$ cat src/rtl/cic_dec_var.sv
// Variable-rate (1..255) 4-stage CIC decimator, differential delay 1.
// Gain is normalised by a rate-derived shift with round-half-up and saturation.
module cic_dec_var #(
   parameter int WIDTH = 24
) (
   input  logic             clk,
   input  logic             rst_n,
   input  logic             enable,
   input  logic [7:0]       rate,
   input  logic             stb_in,
   input  logic [WIDTH-1:0] data_in,
   output logic             stb_out,
   output logic [WIDTH-1:0] data_out
);

   localparam int IW = WIDTH + 32;
   localparam logic [IW:0] LP_ONE = 1;

   logic [7:0]       r_rate_q;
   logic             r_rate_vld;
   logic [7:0]       r_cnt;
   logic [IW-1:0]    r_int  [4];
   logic [IW-1:0]    r_cin;
   logic [IW-1:0]    r_cdly [4];
   logic [IW-1:0]    r_comb [4];
   logic [5:0]       r_sp;
   logic [IW:0]      r_shf;
   logic             r_stb_out;
   logic [WIDTH-1:0] r_data_out;

   logic [7:0]        w_rate_eff;
   logic              w_flush;
   logic              w_dec;
   logic [3:0]        w_clog;
   logic [5:0]        w_shift;
   logic [IW:0]       w_rnd;
   logic [IW:0]       w_sum;
   logic signed [IW:0] w_shifted;
   logic [WIDTH-1:0]  w_sat;
   logic [IW-1:0]     w_cstage [4];

   function automatic logic [3:0] f_clog2(input logic [7:0] v);
      logic [7:0] m;
      f_clog2 = '0;
      m = v - 8'd1;
      for (int unsigned i = 0; i < 8; i++) begin
         if (m[i]) f_clog2 = 4'(i + 1);
      end
   endfunction

   assign w_rate_eff = (rate == 8'd0) ? 8'd1 : rate;
   // The first edge after reset has no previous rate to compare against.
   assign w_flush    = !enable || (r_rate_vld && (rate != r_rate_q));
   assign w_dec      = stb_in && !w_flush && (r_cnt == (w_rate_eff - 8'd1));
   assign w_clog     = f_clog2(w_rate_eff);
   assign w_shift    = {w_clog, 2'b00};
   assign w_rnd      = (w_shift == 6'd0) ? '0 : (LP_ONE << (w_shift - 6'd1));
   assign w_sum      = {r_comb[3][IW-1], r_comb[3]} + w_rnd;
   assign w_shifted  = $signed(w_sum) >>> w_shift;

   always_comb begin
      w_sat = r_shf[WIDTH-1:0];
      if (!((&r_shf[IW:WIDTH-1]) || !(|r_shf[IW:WIDTH-1]))) begin
         w_sat = r_shf[IW] ? {1'b1, {(WIDTH-1){1'b0}}} : {1'b0, {(WIDTH-1){1'b1}}};
      end
   end

   always_comb begin
      w_cstage[0] = r_cin;
      for (int unsigned k = 1; k < 4; k++) w_cstage[k] = r_comb[k-1];
   end

   always_ff @(posedge clk or negedge rst_n) begin
      if (!rst_n) begin
         r_rate_q   <= '0;
         r_rate_vld <= 1'b0;
         r_cnt      <= '0;
         r_cin      <= '0;
         r_sp       <= '0;
         r_shf      <= '0;
         r_stb_out  <= 1'b0;
         r_data_out <= '0;
         for (int unsigned k = 0; k < 4; k++) begin
            r_int[k]  <= '0;
            r_cdly[k] <= '0;
            r_comb[k] <= '0;
         end
      end else begin
         r_rate_q   <= rate;
         r_rate_vld <= 1'b1;
         if (w_flush) begin
            r_cnt     <= '0;
            r_cin     <= '0;
            r_sp      <= '0;
            r_stb_out <= 1'b0;
            for (int unsigned k = 0; k < 4; k++) begin
               r_int[k]  <= '0;
               r_cdly[k] <= '0;
            end
         end else begin
            if (stb_in) begin
               r_cnt    <= w_dec ? '0 : r_cnt + 8'd1;
               r_int[0] <= r_int[0] + {{32{data_in[WIDTH-1]}}, data_in};
               for (int unsigned k = 1; k < 4; k++) r_int[k] <= r_int[k] + r_int[k-1];
               // Comb input is the last-stage value held before this update.
               if (w_dec) r_cin <= r_int[3];
            end
            r_sp <= {r_sp[4:0], w_dec};
            for (int unsigned k = 0; k < 4; k++) begin
               if (r_sp[k]) begin
                  r_cdly[k] <= w_cstage[k];
                  r_comb[k] <= w_cstage[k] - r_cdly[k];
               end
            end
            if (r_sp[4]) r_shf <= w_shifted;
            r_stb_out <= r_sp[5];
            if (r_sp[5]) r_data_out <= w_sat;
         end
      end
   end

   assign stb_out  = r_stb_out;
   assign data_out = r_data_out;

endmodule

$ cat config.mk
export PLATFORM = sky130hd
export DESIGN_NAME = cic_dec_var
export DESIGN_NICKNAME = d
export VERILOG_FILES = /design/src/rtl/cic_dec_var.sv
export SDC_FILE = /design/constraint.sdc
export NUM_CORES = 2
export LEC_CHECK = 0
export CAP_MARGIN = 40
export CORE_ASPECT_RATIO = 0.6
export CORE_MARGIN = 10
export CORE_UTILIZATION = 38
export CTS_CLUSTER_DIAMETER = 120
export CTS_CLUSTER_SIZE = 10
export DETAILED_ROUTE_END_ITERATION = 7
export PLACE_DENSITY_LB_ADDON = 0.12
export RECOVER_POWER = 100
export SYNTH_ARGS = -nofsm -noshare
export SYNTH_HDL_FRONTEND = slang
export SYNTH_SLANG_ARGS = --single-unit
$ cat constraint.sdc
create_clock -name clk -period 8.2 [get_ports clk]
set_input_delay 1.23 -clock clk [delete_from_list [all_inputs] [get_ports clk]]
set_output_delay 1.23 -clock clk [all_outputs]
set_load 0.005 [all_outputs]
==> metrics.yaml <==
run_status:
  outcome: "complete, but fails checks"
  violations: "max-capacitance violations, max-slew violations"
final_layout:
  layout.nets: 7516
  syn_to_final_growth_pct: 8.50
  most_common_library_cell_in_the_layout_ignoring_fill_and_taps: "sky130_fd_sc_hd__dfrtp_1"
  layout_cell_share_with_drive_strength_beyond_1: 0.0391
  layout_common_cells: "829 x sky130_fd_sc_hd__dfrtp_1, 787 x sky130_fd_sc_hd__nand2_1, 698 x sky130_fd_sc_hd__nor2_1"
routing:
  drt-initial-drc-count: 4380
  via_per_inst: 5.65
  postRouteAntennaNets: 0
  drc_errors: 0
  route.vias.total: 51713
  routedWlPerCell_um: 21.1
  wirelength_um: 194000
  drtPass1Iterations: 6
yosys:
  number_of_synthesized_flops_with_an_enable_pin: 0
  synth_warnings: 0
  syn_area_per_cell_sq_um: 8.51
  asyncSetResetFlopFracSynth: 1.00
  netlist_area_sq_mm: 0.0604
  seq_area_frac_synth: 0.345
  synth_cell_type_count: 114
  netlist_instances: 7094
  synth-seq-cells: 833
  dominantRegCellSynth: "sky130_fd_sc_hd__dfrtp_1"
cts:
  htreeDepth: 3
  clk_transition_reported_paths_ps: 70
  clkSinkCount: 833
  post_cts.repair.setup_buffers: 0
  tritoncts.num_buffers: 93
  tritoncts: "built"
  clockBufferDepth: 3
  postCtsResizedCells: 0
  cts.hold.buffers_added: 0
  root_buffer: "sky130_fd_sc_hd__clkbuf_16"
  clk_latency_ps: 740
sta:
  worst_pin_slew_ps: 3630
  finalMaxSlewViolations: 1148
  finalHoldViolCount: 0
  final_cycle_utilization_of_the_critical_path: 0.943
  timing.clock.skew_ps: 46.8
  rsz_0062_raised_after_global_routing: "no"
  relSlewSlack: -1.42
  post-route-worst-setup-slack_ps: 464
  period_minus_slack_ps: 7740
  fmax_ghz: 0.129
  timing.final.setup_violations: 0
placement:
  place.gp.congestion: 0.912
  place_hpwl_um: 149000
  preCtsSetupSlack_ps: 140
  port_buffers: 60
power:
  power.density_cell_area_mw_per_mm2: 134
  share_comb_of_total_power: 0.084
  p_seq_frac: 0.475
  internal-power_w: 0.00641
  p_sw_w: 0.00235
  power.leakage_nw: 30.3
  report.power.total_w: 0.00876
  power.clock.fraction: 0.441
  ir_worst_vdd_v: 0.000162
  switching_share: 0.269
floorplanning:
  design.die.area_sq_mm: 0.176
  num_rows: 113
  placeableCoreArea_sq_mm: 0.158
  count_of_boundary_i_o_pins: 61
  die_width_um: 535
  fp.dieH_um: 329
  floorplan.initialDensity: 0.382
grt:
  grt_antenna_before_repair: 7
  grt_pass1_wl_um: 300000
  first_global_vias: 48213
  globalRouteOverflowTotal: 0
  grt_usage: 0.214
  maximum_number_of_pins_on_one_net_before_global_route_repair: 160
worst_setup_path:
  critical-path-slowest-cell: "sky130_fd_sc_hd__dlygate4sd3_1"
  cp_slowest_stage_delay_ps: 630
  worstSetupStartpointType: "primary input"
  cp.required_ps: 8850
  timing.setup.critical_path_class: "primary input to flop"
  timing.critical_path.fanout_max: 6
  critical_path_arrival_ps: 8390
  cp.buffers_inverters: 4
  endpoint_kind: "flop"
  worst_path_dominant_cell_family: "simple AND/OR/NAND/NOR gates"
flow_run:
  cap_viol_max_count: 19
worst_hold_path:
  hold_path_class: "flop to flop"
==> metal layers <==
| metal | wire (um) | track usage | up-vias |
|---|---|---|---|
| li1 | - | - | 25123 |
| met1 | 108000 | 0.367 | 25040 |
| met2 | 65700 | 0.251 | 1391 |
| met3 | 17100 | 0.0597 | 157 |
| met4 | 2130 | 0.0290 | 2 |
| met5 | 304 | 0.0123 | - |
==> registers in the layout, indices dropped and copies added, names as in the netlist <==
name and cells:
data_out 24, r_cdly 224, r_cin 56, r_cnt 8, r_comb 224, r_int 224, r_rate_q 8, r_rate_vld 1
r_shf 57, r_sp 6, stb_out 1
==> metrics by stage <==
| step | cells | instance area, sq um | hold WS, ps | TNS (ps) | util |
|---|---|---|---|---|---|
| finish | 9154 | 65500 | 476 | 0 | 0.414 |
| global route | 9153 | 65500 | 497 | 0 | 0.414 |
| CTS | 9152 | 65800 | 423 | 0 | 0.416 |
| detailed placement | 9047 | 63300 | 471 | 0 | 0.400 |
| global placement | 9037 | 63100 | 469 | -127 | 0.399 |
| floorplan | 7099 | 60400 | 439 | 0 | - |
==> cell families after synthesis <==
logic type	share of synthesized area
compound gates	0.217
xor+xnor	0.0660
fa+ha+maj	0.0974
buf+inv	0.0443
flops	0.345
mux	0.0660
other cells	0.000124
simple gates	0.164
==> worst reg2reg max path: cells and delay by family (launching register included) <==
| kind | cells | cell delay (ps) |
|---|---|---|
| xor+xnor | 1 | 170 |
| compound gates | 1 | 460 |
| buf+inv | 2 | 3400 |
| flops | 1 | 370 |
| simple gates | 3 | 1550 |
| mux | 1 | 400 |
==> power by group through the flow <==
stage               Combinational (W)  Clock (W)  Sequential (W)
floorplan                    0.000469          0         0.00423
global placement             0.000742          0         0.00424
detailed placement           0.000749          0         0.00424
CTS                          0.000752    0.00401         0.00416
global route                 0.000820    0.00417         0.00416
finish                       0.000737    0.00386         0.00416
==> final cells by class <==
type | instances | area, sq um
Fill cell | 16177 | 92600
Multi-Input combinational cell | 5575 | 36900
Sequential cell | 833 | 20900
Tap cell | 2127 | 2660
Clock buffer | 97 | 2340
Inverter | 354 | 1330
Timing Repair Buffer | 158 | 1260
Clock inverter | 8 | 195
Antenna cell | 2 | 5.00
==> cell usage after synthesis, types with 16 or more instances <==
master | count | area share
sky130_fd_sc_hd__dfrtp_1 | 833 | 0.35
sky130_fd_sc_hd__a31oi_1 | 63 | 0.0065
sky130_fd_sc_hd__o21ai_1 | 21 | 0.0017
sky130_fd_sc_hd__o31ai_1 | 46 | 0.0057
sky130_fd_sc_hd__or3_1 | 38 | 0.0039
sky130_fd_sc_hd__nor2b_1 | 58 | 0.0060
sky130_fd_sc_hd__or2_2 | 16 | 0.0017
sky130_fd_sc_hd__nand3_1 | 153 | 0.013
sky130_fd_sc_hd__o21a_1 | 66 | 0.0082
sky130_fd_sc_hd__o21ai_0 | 536 | 0.044
sky130_fd_sc_hd__clkbuf_1 | 283 | 0.018
sky130_fd_sc_hd__nand2_1 | 792 | 0.049
sky130_fd_sc_hd__and4_1 | 20 | 0.0029
sky130_fd_sc_hd__a221oi_1 | 19 | 0.0028
sky130_fd_sc_hd__a41oi_1 | 16 | 0.0023
sky130_fd_sc_hd__nor3_1 | 92 | 0.0076
sky130_fd_sc_hd__inv_1 | 352 | 0.022
sky130_fd_sc_hd__o211ai_1 | 44 | 0.0055
sky130_fd_sc_hd__o22ai_1 | 16 | 0.0017
sky130_fd_sc_hd__o21bai_1 | 81 | 0.010
sky130_fd_sc_hd__ha_1 | 457 | 0.095
sky130_fd_sc_hd__or4_1 | 19 | 0.0024
sky130_fd_sc_hd__xor2_1 | 206 | 0.030
sky130_fd_sc_hd__o22a_1 | 17 | 0.0025
sky130_fd_sc_hd__and2_1 | 31 | 0.0032
sky130_fd_sc_hd__buf_1 | 20 | 0.0012
sky130_fd_sc_hd__buf_2 | 24 | 0.0020
sky130_fd_sc_hd__nor4_1 | 20 | 0.0021
sky130_fd_sc_hd__o2111ai_1 | 18 | 0.0026
sky130_fd_sc_hd__a21o_1 | 246 | 0.031
sky130_fd_sc_hd__nand4_1 | 109 | 0.011
sky130_fd_sc_hd__mux2i_1 | 379 | 0.063
sky130_fd_sc_hd__and3_1 | 59 | 0.0061
sky130_fd_sc_hd__nor2_1 | 698 | 0.043
sky130_fd_sc_hd__a211oi_1 | 61 | 0.0076
sky130_fd_sc_hd__xnor2_1 | 249 | 0.036
sky130_fd_sc_hd__nand2b_1 | 55 | 0.0057
sky130_fd_sc_hd__a21oi_1 | 581 | 0.048
==> worst paths after layout <==
kind,start,end,slack [ps],cells after the start
min in group asynchronous,rst_n,r_comb[10]$_DFFE_PN0P_,1600,1
worst max register to register,r_rate_q[5]$_DFF_PN0_,r_comb[115]$_DFFE_PN0P_,1710,8
max in group asynchronous,rst_n,r_int[115]$_DFFE_PN0P_,1460,3
worst min register to register,data_out[7]$_DFFE_PN0P_,data_out[7]$_DFFE_PN0P_,480,2
worst max-delay path,rate[7],r_shf[11]$_DFFE_PN0P_,460,26
worst min-delay path,data_out[7]$_DFFE_PN0P_,data_out[7]$_DFFE_PN0P_,480,2
Power figures use the tool's default switching activity.
